**config.mk**
```make
export PLATFORM = sky130hd
export DESIGN_NAME = uart_rx_fifo
export DESIGN_NICKNAME = d
export VERILOG_FILES = /design/src/rtl/uart_pkg.sv /design/src/rtl/uart_rx_fifo_buf.sv /design/src/rtl/uart_rx_fifo.sv
export SDC_FILE = /design/constraint.sdc
export NUM_CORES = 1
export LEC_CHECK = 0
export BUFFER_PORTS_ARGS = -buffer_cell sky130_fd_sc_hd__buf_2
export CAP_MARGIN = 20
export CORE_ASPECT_RATIO = 1.25
export CORE_MARGIN = 1.5
export CORE_UTILIZATION = 60
export CTS_CLUSTER_DIAMETER = 200
export DETAILED_ROUTE_END_ITERATION = 6
export GPL_TIMING_DRIVEN = 0
export PLACE_DENSITY = 0.78
export RECOVER_POWER = 100
export SLEW_MARGIN = 20
export SYNTH_ARGS = -nofsm -noshare
export SYNTH_HDL_FRONTEND = slang
export SYNTH_SLANG_ARGS = --single-unit
```
**constraint.sdc**
```tcl
create_clock -name clk -period 4.4 [get_ports clk]
set_input_delay 1.32 -clock clk [delete_from_list [all_inputs] [get_ports clk]]
set_output_delay 1.32 -clock clk [all_outputs]
set_load 0.01 [all_outputs]
```
**src/rtl/uart_pkg.sv**
```systemverilog
`default_nettype none
// uart_pkg: shared state/parity types and sizing helpers for the UART receive path.
// Revision: 1.0
package uart_pkg;

  typedef enum logic [1:0] {
    NONE = 2'd0,
    ODD  = 2'd1,
    EVEN = 2'd2
  } parity_e;

  typedef enum logic [2:0] {
    IDLE  = 3'd0,
    START = 3'd1,
    DATA  = 3'd2,
    PAR   = 3'd3,
    STOP  = 3'd4,
    BREAK = 3'd5
  } rx_state_e;

  // Wide enough to count up to 9 data bits or 2 stop bits.
  localparam int IDX_W = 4;

  function automatic int bit_period(input int clk, input int baud);
    return clk / baud;
  endfunction

  function automatic int cnt_width(input int period);
    return (period > 2) ? $clog2(period) : 1;
  endfunction

endpackage
`default_nettype wire

```
**src/rtl/uart_rx_fifo_buf.sv**
```systemverilog
`default_nettype none
// uart_rx_fifo_buf: first-word fall-through FIFO; drops pushes when full unless a pop frees a slot.
// Revision: 1.0
module uart_rx_fifo_buf #(
  parameter int WIDTH = 10,
  parameter int DEPTH = 4
) (
  input  logic             clk,
  input  logic             reset,
  input  logic             push_i,
  input  logic [WIDTH-1:0] data_i,
  input  logic             pop_i,
  output logic [WIDTH-1:0] data_o,
  output logic             valid_o,
  output logic             overrun_o
);
  localparam int AW = $clog2(DEPTH);

  logic [AW:0]      wr_q, wr_d, rd_q, rd_d;
  logic [WIDTH-1:0] mem_q [DEPTH];
  logic             overrun_q;
  logic             w_empty, w_full, w_pop, w_push;

  assign w_empty = (wr_q == rd_q);
  assign w_full  = (wr_q[AW] != rd_q[AW]) && (wr_q[AW-1:0] == rd_q[AW-1:0]);
  assign w_pop   = pop_i && !w_empty;
  // A pop in the same cycle frees the head slot, so a full FIFO can still accept.
  assign w_push  = push_i && (!w_full || w_pop);

  always_comb begin
    wr_d = wr_q;
    rd_d = rd_q;
    if (w_push) wr_d = wr_q + 1'b1;
    if (w_pop)  rd_d = rd_q + 1'b1;
  end

  always_ff @(posedge clk or posedge reset) begin
    if (reset) begin
      wr_q      <= '0;
      rd_q      <= '0;
      overrun_q <= 1'b0;
    end else begin
      wr_q      <= wr_d;
      rd_q      <= rd_d;
      overrun_q <= push_i && !w_push;
    end
  end

  always_ff @(posedge clk) begin
    if (w_push) mem_q[wr_q[AW-1:0]] <= data_i;
  end

  assign valid_o   = !w_empty;
  assign data_o    = w_empty ? '0 : mem_q[rd_q[AW-1:0]];
  assign overrun_o = overrun_q;

endmodule
`default_nettype wire

```
**src/rtl/uart_rx_fifo.sv**
```systemverilog
`default_nettype none
// uart_rx_fifo: configurable UART receiver with per-word parity/framing flags and FWFT output FIFO.
// Optional UART_RX_MAJORITY_VOTE_EN: 2-of-3 vote around mid-bit, sample point one clock later.
// Revision: 1.0
module uart_rx_fifo
  import uart_pkg::*;
#(
  parameter int CLK_FREQ   = 50000000,
  parameter int BAUD_RATE  = 9600,
  parameter int DATA_BITS  = 8,
  parameter int PARITY     = 0,
  parameter int STOP_BITS  = 1,
  parameter int FIFO_DEPTH = 4
) (
  input  logic                 clk,
  input  logic                 reset,
  input  logic                 rx,
  output logic [DATA_BITS-1:0] data_out,
  output logic                 parity_err,
  output logic                 frame_err,
  output logic                 valid,
  input  logic                 ready,
  output logic                 overrun,
  output logic                 busy
);
  localparam int BIT_PERIOD  = bit_period(CLK_FREQ, BAUD_RATE);
  localparam int HALF_PERIOD = BIT_PERIOD / 2;
  localparam int CNT_W       = cnt_width(BIT_PERIOD);
  localparam int WORD_W      = DATA_BITS + 2;
`ifdef UART_RX_MAJORITY_VOTE_EN
  localparam int SAMPLE_DLY  = 1;
`else
  localparam int SAMPLE_DLY  = 0;
`endif
  localparam logic [CNT_W-1:0] START_LAST = CNT_W'(HALF_PERIOD - 1 + SAMPLE_DLY);
  localparam logic [CNT_W-1:0] BIT_LAST   = CNT_W'(BIT_PERIOD - 1);

  logic [1:0]           sync_q;
  logic                 rx_s, bit_s;
  rx_state_e            state_q;
  logic [CNT_W-1:0]     cnt_q;
  logic [IDX_W-1:0]     idx_q;
  logic [DATA_BITS-1:0] shreg_q;
  logic                 par_bad_q, frm_bad_q, push_q;
  logic [WORD_W-1:0]    word_q, head;
  logic                 w_mid, w_frm_bad;

  always_ff @(posedge clk or posedge reset) begin
    if (reset) sync_q <= 2'b11;
    else       sync_q <= {sync_q[0], rx};
  end
  assign rx_s = sync_q[1];

`ifdef UART_RX_MAJORITY_VOTE_EN
  logic [1:0] hist_q;
  always_ff @(posedge clk or posedge reset) begin
    if (reset) hist_q <= 2'b11;
    else       hist_q <= {hist_q[0], rx_s};
  end
  // rx_s is the mid+1 sample, hist_q[0] mid, hist_q[1] mid-1.
  assign bit_s = (rx_s & hist_q[0]) | (rx_s & hist_q[1]) | (hist_q[0] & hist_q[1]);
`else
  assign bit_s = rx_s;
`endif

  assign w_mid     = (cnt_q == BIT_LAST);
  assign w_frm_bad = frm_bad_q | ~bit_s;

  always_ff @(posedge clk or posedge reset) begin
    if (reset) begin
      state_q   <= IDLE;
      cnt_q     <= '0;
      idx_q     <= '0;
      shreg_q   <= '0;
      par_bad_q <= 1'b0;
      frm_bad_q <= 1'b0;
      push_q    <= 1'b0;
      word_q    <= '0;
    end else begin
      push_q <= 1'b0;
      case (state_q)
        IDLE: begin
          cnt_q <= '0;
          if (!rx_s) state_q <= START;
        end
        START: begin
          if (cnt_q == START_LAST) begin
            cnt_q     <= '0;
            idx_q     <= '0;
            par_bad_q <= 1'b0;
            frm_bad_q <= 1'b0;
            state_q   <= bit_s ? IDLE : DATA;
          end else begin
            cnt_q <= cnt_q + 1'b1;
          end
        end
        DATA: begin
          if (w_mid) begin
            cnt_q   <= '0;
            shreg_q <= {bit_s, shreg_q[DATA_BITS-1:1]};
            if (idx_q == IDX_W'(DATA_BITS - 1)) begin
              idx_q   <= '0;
              state_q <= (PARITY != int'(NONE)) ? PAR : STOP;
            end else begin
              idx_q <= idx_q + 1'b1;
            end
          end else begin
            cnt_q <= cnt_q + 1'b1;
          end
        end
        PAR: begin
          if (w_mid) begin
            cnt_q     <= '0;
            par_bad_q <= ((^shreg_q) ^ bit_s) != (PARITY == int'(ODD));
            state_q   <= STOP;
          end else begin
            cnt_q <= cnt_q + 1'b1;
          end
        end
        STOP: begin
          if (w_mid) begin
            cnt_q     <= '0;
            frm_bad_q <= w_frm_bad;
            if (idx_q == IDX_W'(STOP_BITS - 1)) begin
              idx_q   <= '0;
              push_q  <= 1'b1;
              word_q  <= {w_frm_bad, par_bad_q, shreg_q};
              state_q <= w_frm_bad ? BREAK : IDLE;
            end else begin
              idx_q <= idx_q + 1'b1;
            end
          end else begin
            cnt_q <= cnt_q + 1'b1;
          end
        end
        BREAK: begin
          cnt_q <= '0;
          if (rx_s) state_q <= IDLE;
        end
        default: state_q <= IDLE;
      endcase
    end
  end

  uart_rx_fifo_buf #(
    .WIDTH (WORD_W),
    .DEPTH (FIFO_DEPTH)
  ) u_buf (
    .clk       (clk),
    .reset     (reset),
    .push_i    (push_q),
    .data_i    (word_q),
    .pop_i     (ready),
    .data_o    (head),
    .valid_o   (valid),
    .overrun_o (overrun)
  );

  assign data_out   = head[DATA_BITS-1:0];
  assign parity_err = head[DATA_BITS];
  assign frame_err  = head[DATA_BITS+1];
  assign busy       = (state_q != IDLE);

endmodule
`default_nettype wire

```
==> flow_summary.rst, run 1 <==
.. list-table::
   :header-rows: 1

   * - Metric
     - Value
   * - Category of the most critical setup path
     - flip-flop to primary output
   * - Top library cells by usage in the layout, fill and taps aside
     - dfrtp_1 (48), edfxtp_1 (40), clkbuf_1 (26)
   * - First-pass GRT wire length
     - approximately 11000 µm
   * - Global route overflow
     - 0
   * - Slowest cell on crit path
     - clkbuf_1
   * - Cells along the critical path
     - clkbuf_1, mux4_2, and2_0, buf_2
   * - Startpoint types
     - flip-flop
   * - Maximum number of pins on one net before global-route repair
     - 30
   * - Final clock skew
     - 8.37 ps
   * - Sum of negative setup slack
     - 0 ps
   * - 1st-pass router iterations
     - 4
   * - Placed wire-length estimate
     - 4520 µm
   * - Violations in the final reports
     - max-capacitance violations, max-slew violations
   * - Actual transition at the worst max-transition pin
     - about 1500 ps
   * - Final net count
     - 353
   * - Largest fanout on the critical path
     - 10
   * - Placer congestion estimate
     - 0.813
   * - Overall via count from detail_route
     - 2396
   * - Final count of pins violating max slew
     - 29
   * - Nets in the synthesized netlist
     - 324
   * - CP endpoint kind
     - primary output
   * - GRT Overall Usage
     - around a fifth
   * - Boundary Pins
     - 17
   * - Maximum number of buffers from clock root to sink
     - 2
   * - Ys flop type
     - dfrtp_1
   * - Most common library cell in the layout ignoring fill and taps
     - dfrtp_1
   * - Static leakage power
     - 0.00191 µW
   * - Overall die width
     - 76.8 µm
   * - Most crowded layer after global routing
     - met2
   * - Initial cell density of the core
     - 62.2%
   * - Maximum vdd ir drop
     - ~190 µV
   * - Slew margin rel.
     - -0.213%
   * - Part of the Yosys area used for sequential elements
     - 60.1%
   * - Number of port buffers
     - 16
   * - Hold Fails Final Rpt
     - 0
   * - Filler instances
     - approximately 490
   * - Number of buffers created by CTS
     - 9
   * - Wire length per cell after detailed routing
     - 15.2 µm
   * - Timing-limited maximum frequency
     - about 270 MHz
   * - Number of enable-type register cells in the synthesized netlist
     - 40
   * - Kind of path behind the tightest hold check
     - flip-flop to flip-flop
   * - Number of levels the H-tree was split into
     - 3
   * - Period utilization
     - 83.2%
   * - Layout Utilization
     - slightly below 70%
   * - MaxCap Viol Count
     - 1
   * - Delay of the slowest cell on the worst path
     - roughly 630 ps
   * - FFs w/ async S/R, synth
     - 55.6%
   * - Diode insertion count for antenna repair
     - 0
   * - Cell count after synthesis
     - 311
   * - Number of register bits inferred by synthesis
     - 90
   * - Full die area
     - 7320 µm²
   * - Met1 routing resource usage after global routing
     - 23.5%
   * - Final routed DRC violation total
     - 0
   * - Final antenna-violating net count
     - 0
   * - Number of sinks on the clock net
     - 90
   * - Arrival time reported for the critical path endpoint
     - 2340 ps
   * - Run status
     - finished, violations left
   * - Power density of the placed cells
     - 330 nW/µm²
   * - Via count of the first global-routing pass
     - 2356
   * - Met3 routing resource usage after global routing
     - 3.25%
   * - RSZ-0062 raised after global routing
     - false
   * - CTS tree
     - yes
   * - Clock transition time at the flip-flop clock pins of the worst setup and hold paths
     - ~100 ps
   * - Total number of yosys warnings
     - 0
   * - Placement row count
     - 33
   * - Number of failing setup endpoints in the final timing report
     - 0
   * - Routed WL
     - around 6600 µm
   * - Number of distinct library cells after synthesis
     - 48
   * - Layout cell share with drive strength beyond 1
     - 15.1%
   * - Number of vias per cell after detailed routing
     - 5.55
   * - Hold buffer count at cts
     - 0
   * - Vertical extent of the die
     - 95.3 µm
   * - Resized cells post-CTS
     - 0
   * - Met2 track demand over resource in global routing
     - between 30% and 40%
   * - Post-Synthesis Mean Instance Area
     - 13.1 µm²
   * - Post-CTS repair timing setup buffer count
     - 0
   * - Worst endpoint required time
     - 3080 ps
   * - Layout Area Growth over Synthesis
     - 8.91%
   * - Post-synthesis cell area
     - 4090 µm²
   * - Initial antenna violation count
     - 0
   * - Skew-Pair Late Insertion Delay
     - 360 ps
   * - Core area
     - 6570 µm²
   * - Final Critical Period
     - 3660 ps
   * - DR iter-0 viols
     - 100
   * - Buffer cell driving the clock tree root
     - clkbuf_8
[sequential cells by signal, summed over array words and instances (netlist names)]
signal and count:
u_buf.mem_q 40, cnt_q 13, word_q 10, shreg_q 8
idx_q 4, state_q 3, u_buf.rd_q 3, u_buf.wr_q 3
sync_q 2, frm_bad_q 1, par_bad_q 1, push_q 1
u_buf.overrun_o 1
[synthesized netlist by cell type (all sizes together), types with 2 or more instances]
master / number / share of area [%]
mux4: 10 / 5.5
nor3: 2 / 0.25
a21boi: 2 / 0.37
ha: 9 / 2.8
and3: 2 / 0.31
nor2b: 2 / 0.31
a22oi: 2 / 0.49
clkbuf: 10 / 0.92
or3b: 2 / 0.43
dfrtp: 48 / 29
and4: 2 / 0.43
mux2: 20 / 5.5
xor2: 10 / 2.1
nand3: 10 / 1.2
nand2b: 6 / 0.92
o22ai: 3 / 0.46
a31oi: 2 / 0.31
and2: 14 / 2.1
a21oi: 9 / 1.1
dfstp: 2 / 1.3
o21ai: 8 / 0.98
nand3b: 2 / 0.37
buf: 2 / 0.28
nor3b: 2 / 0.37
inv: 14 / 1.3
nor2: 24 / 2.2
edfxtp: 40 / 29
nand4: 3 / 0.46
o2bb2ai: 2 / 0.43
nor4: 3 / 1.2
nand2: 22 / 2.0
xnor2: 11 / 2.4
[area by class of cell]
| class | count | area (µm²) | area share, % |
|---|---|---|---|
| plain buffers | 12 | 45.0 | 1.01 |
| clock buffers | 9 | 124 | 2.78 |
| clock inverters | 7 | 82.6 | 1.86 |
| inverters | 14 | 52.6 | 1.18 |
| multi-input cells | 195 | 1510 | 33.9 |
| flip-flops and latches | 90 | 2450 | 55.2 |
| well taps | 87 | 109 | 2.45 |
| repair buffers | 18 | 72.6 | 1.63 |
[worst paths after layout]
path / from / cells past startpoint / to / slack [ps]
setup / recovery: u_buf.rd_q[0] / 4 / parity_err / 740
hold / removal: sync_q[0] / 0 / sync_q[1] / 360
setup reg to reg: cnt_q[0] / 6 / word_q[3] / 780
hold reg to reg: sync_q[0] / 0 / sync_q[1] / 360
max in group asynchronous: reset / 3 / cnt_q[10] / 1440
min in group asynchronous: reset / 2 / u_buf.wr_q[0] / 1100
[worst max-delay path, delay by kind of cell (launching register included)]
kind	cells	cell delay [ps]
flops	1	460
simple gates	1	170
buf+inv	2	770
mux	1	590
[stage by stage]
step | setup slack [ps] | total power, µW | hold WS (ps) | cell area, µm² | std cells
final | 738 | 1470 | 363 | 4450 | 432
after global routing | 537 | 1510 | 371 | 4450 | 432
after CTS | 657 | 1480 | 366 | 4500 | 431
after detailed placement | 1070 | 907 | 352 | 4290 | 415
after global placement | 1060 | 905 | 353 | 4270 | 414
after floorplan | 1400 | 900 | 345 | 4090 | 311
[logic make-up (layout without fill, tap and decap cells)]
kind of cell / after synthesis / count (layout) / share of synthesized area [%]
muxes: 30 / 30 / 11.0
DFF: 90 / 90 / 60.1
buffers and inverters: 26 / 60 / 2.48
AOI/OAI and AO/OA: 35 / 35 / 5.57
xor gates and xnor gates: 21 / 21 / 4.50
and+or+nand+nor: 100 / 100 / 13.6
adders and majority gates: 9 / 9 / 2.76
[routing by layer]
layer / wire length, µm / vias to the layer above
li1: - / 1176
met1: 2800 / 1176
met2: 3470 / 32
met3: 163 / 12
met4: 142 / 0
met5: 0 / -
[where the power goes]
group          internal, µW  leakage [µW]  switching, µW  total, µW
sequential              873       0.00114          0.236        873
clock                   271     0.0000984            309        580
combinational          2.29      0.000665           11.1       13.3
total                  1150       0.00191            320       1470
Power figures use the tool's default switching activity.
==> run 2, diff against run 1 <==
--- a/config.mk
+++ b/config.mk
@@ -9,11 +9,11 @@
 export CAP_MARGIN = 20
 export CORE_ASPECT_RATIO = 1.25
 export CORE_MARGIN = 1.5
-export CORE_UTILIZATION = 60
+export CORE_UTILIZATION = 55
 export CTS_CLUSTER_DIAMETER = 200
 export DETAILED_ROUTE_END_ITERATION = 6
 export GPL_TIMING_DRIVEN = 0
-export PLACE_DENSITY = 0.78
+export PLACE_DENSITY = 0.75
 export RECOVER_POWER = 100
 export SLEW_MARGIN = 20
 export SYNTH_ARGS = -nofsm -noshare
==> constraint.sdc (replaced) <==
create_clock -name clk -period 3 [get_ports clk]
set_input_delay 0.9 -clock clk [delete_from_list [all_inputs] [get_ports clk]]
set_output_delay 0.9 -clock clk [all_outputs]
set_load 0.01 [all_outputs]
==> flow_summary.rst, run 2 (synthesis results as in run 1) <==
.. list-table::
   :header-rows: 1

   * - Metric
     - Value
   * - Wire length per cell after detailed routing
     - 15.7 µm
   * - Category of the most critical setup path
     - flip-flop to primary output
   * - Worst endpoint required time
     - about 2100 ps
   * - Placer congestion estimate
     - between 0.8 and 0.9
   * - First-pass GRT wire length
     - 11800 µm
   * - Post-Layout Inst Area
     - 4500 µm²
   * - Number of vias per cell after detailed routing
     - roughly 5.5
   * - Via count of the first global-routing pass
     - 2404
   * - Final net count
     - approximately 350
   * - Vertical extent of the die
     - approximately 100 µm
   * - Static leakage power
     - 0.00197 µW
   * - Global route overflow
     - 0
   * - Post-CTS repair timing setup buffer count
     - 0
   * - Skew-Pair Late Insertion Delay
     - 350 ps
   * - Timing-limited maximum frequency
     - 353 MHz
   * - Final Critical Period
     - 2840 ps
   * - Boundary Pins
     - 17
   * - Clock transition time at the flip-flop clock pins of the worst setup and hold paths
     - 90 ps
   * - Period utilization
     - 94.6%
   * - Startpoint types
     - flip-flop
   * - Multi-input combinational cell area
     - between 1500 and 2000 µm²
   * - Layout cell share with drive strength beyond 1
     - 17.7%
   * - CP Launch Point
     - u_buf.rd_q[0]
   * - RSZ-0062 raised after global routing
     - false
   * - Layout Area Growth over Synthesis
     - 10.2%
   * - Final antenna-violating net count
     - 0
   * - Slew margin rel.
     - 7.35%
   * - Routed WL
     - approximately 6800 µm
   * - GRT Overall Usage
     - a little under 20%
   * - Placement row count
     - 34
   * - Number of failing setup endpoints in the final timing report
     - 0
   * - Maximum number of buffers from clock root to sink
     - 2
   * - Run status
     - complete, no violations
   * - Largest fanout on the critical path
     - 10
   * - Number of buffers created by CTS
     - 9
   * - Overall die width
     - 80.1 µm
   * - CP endpoint kind
     - primary output
   * - Placed wire-length estimate
     - 4680 µm
   * - Filler instances
     - ~560
   * - Standard cell area after detailed placement
     - 4300 µm²
   * - Number of port buffers
     - 16
   * - Full die area
     - 7960 µm²
   * - Top library cells by usage in the layout, fill and taps aside
     - dfrtp_1 (48), edfxtp_1 (40), nor2_1 (24)
   * - Final count of pins violating max slew
     - 0
   * - Diode insertion count for antenna repair
     - 0
   * - Initial cell density of the core
     - 57.8%
   * - Overall via count from detail_route
     - 2379
   * - Worst min-delay path startpoint
     - sync_q[0]
   * - CTS tree
     - yes
   * - Final routed DRC violation total
     - 0
   * - Kind of path behind the tightest hold check
     - flip-flop to flip-flop
   * - Buffer cell driving the clock tree root
     - clkbuf_8
   * - MaxCap Viol Count
     - 0
   * - Most common library cell in the layout ignoring fill and taps
     - dfrtp_1
   * - Power density of the placed cells
     - 490 nW/µm²
   * - Sum of negative setup slack
     - 0 ps
   * - Final clock skew
     - roughly 12 ps
   * - Launch instance of the worst register-to-register path
     - cnt_q[0]
   * - DR iter-0 viols
     - 135
   * - Core area
     - 7060 µm²
   * - Actual transition at the worst max-transition pin
     - 1390 ps
   * - Initial antenna violation count
     - 0
   * - Flip-flop and latch area
     - 2450 µm²
   * - Maximum number of pins on one net before global-route repair
     - 33
   * - Arrival time reported for the critical path endpoint
     - just under 2000 ps
   * - Hold Fails Final Rpt
     - 0
   * - Number of sinks on the clock net
     - 90
   * - Maximum vdd ir drop
     - 312 µV
   * - 1st-pass router iterations
     - 4
   * - Hold buffer count at cts
     - 0
   * - Number of levels the H-tree was split into
     - 3
   * - Flip-flop count of the largest register, all copies and words added
     - 40
-- run 2: changes by cell type in the layout (fill, tap and decap cells not counted), moves of 2 or more --
cell	delta
and2_1	-3
and2_0	+3
buf_2	+5
buf_4	+2
clkbuf_1	-10
-- run 2: power by group --
group | leakage [µW] | total, µW | internal [µW] | switching [µW]
registers | 0.00114 | 1280 | 1280 | 0.375
logic | 0.000722 | 20.9 | 4.34 | 16.5
clock network | 0.000108 | 904 | 475 | 429
total | 0.00197 | 2210 | 1760 | 446
-- run 2: timing repair --
| action | in CTS | in global routing |
|---|---|---|
| gates cloned | 0 | 0 |
| gates resized for setup | 5 | 2 |
| pin swaps | 0 | 0 |
| setup endpoints to repair | 9 | 2 |
| hold endpoints to repair | 0 | 0 |
-- run 2: per-layer routing --
metal  global-route usage [%]  part of all wire [%]  vias to the layer above
li1                         -                     -                     1171
met1                     24.2                    43                     1160
met2                     33.7                    53                       35
met3                     2.75                   2.3                       13
met4                     9.15                   2.2                        0
met5                        0                     0                        -
-- run 2: cell type report --
class	instances	area share (%)
well taps	90	2.50
inverters	14	1.17
repair buffers	17	1.86
multi-input cells	195	33.8
clock buffers	9	2.75
clock inverters	7	2.17
plain buffers	12	1.19
flip-flops and latches	90	54.5
-- run 2: final timing paths --
check | end | slack [ps] | depth (start not counted)
setup reg to reg | word_q[1] | 330 | 6
max in group asynchronous | shreg_q[5] | 560 | 3
setup / recovery | data_out[1] | 160 | 4
min in group asynchronous | u_buf.wr_q[0] | 650 | 2
hold reg to reg | sync_q[1] | 370 | 0
hold / removal | sync_q[1] | 370 | 0
-- run 2: critical path: stages, from the launching register on --
cell	delay [ps]
dfrtp_1	450
buf_4	280
mux4_2	530
and2_0	180
buf_2	140
-- run 2: stage by stage --
stage               std cells  worst slack (ps)  hold slack, ps  utilization [%]  total power, µW
floorplan                 311               425             345                -             1320
detailed placement        418              33.8             354             60.9             1330
finish                    434               163             367             63.8             2210
global placement          417              80.5             354             60.6             1330
global route              434              43.1             370             63.8             2270
CTS                       434              32.2             368             64.1             2230
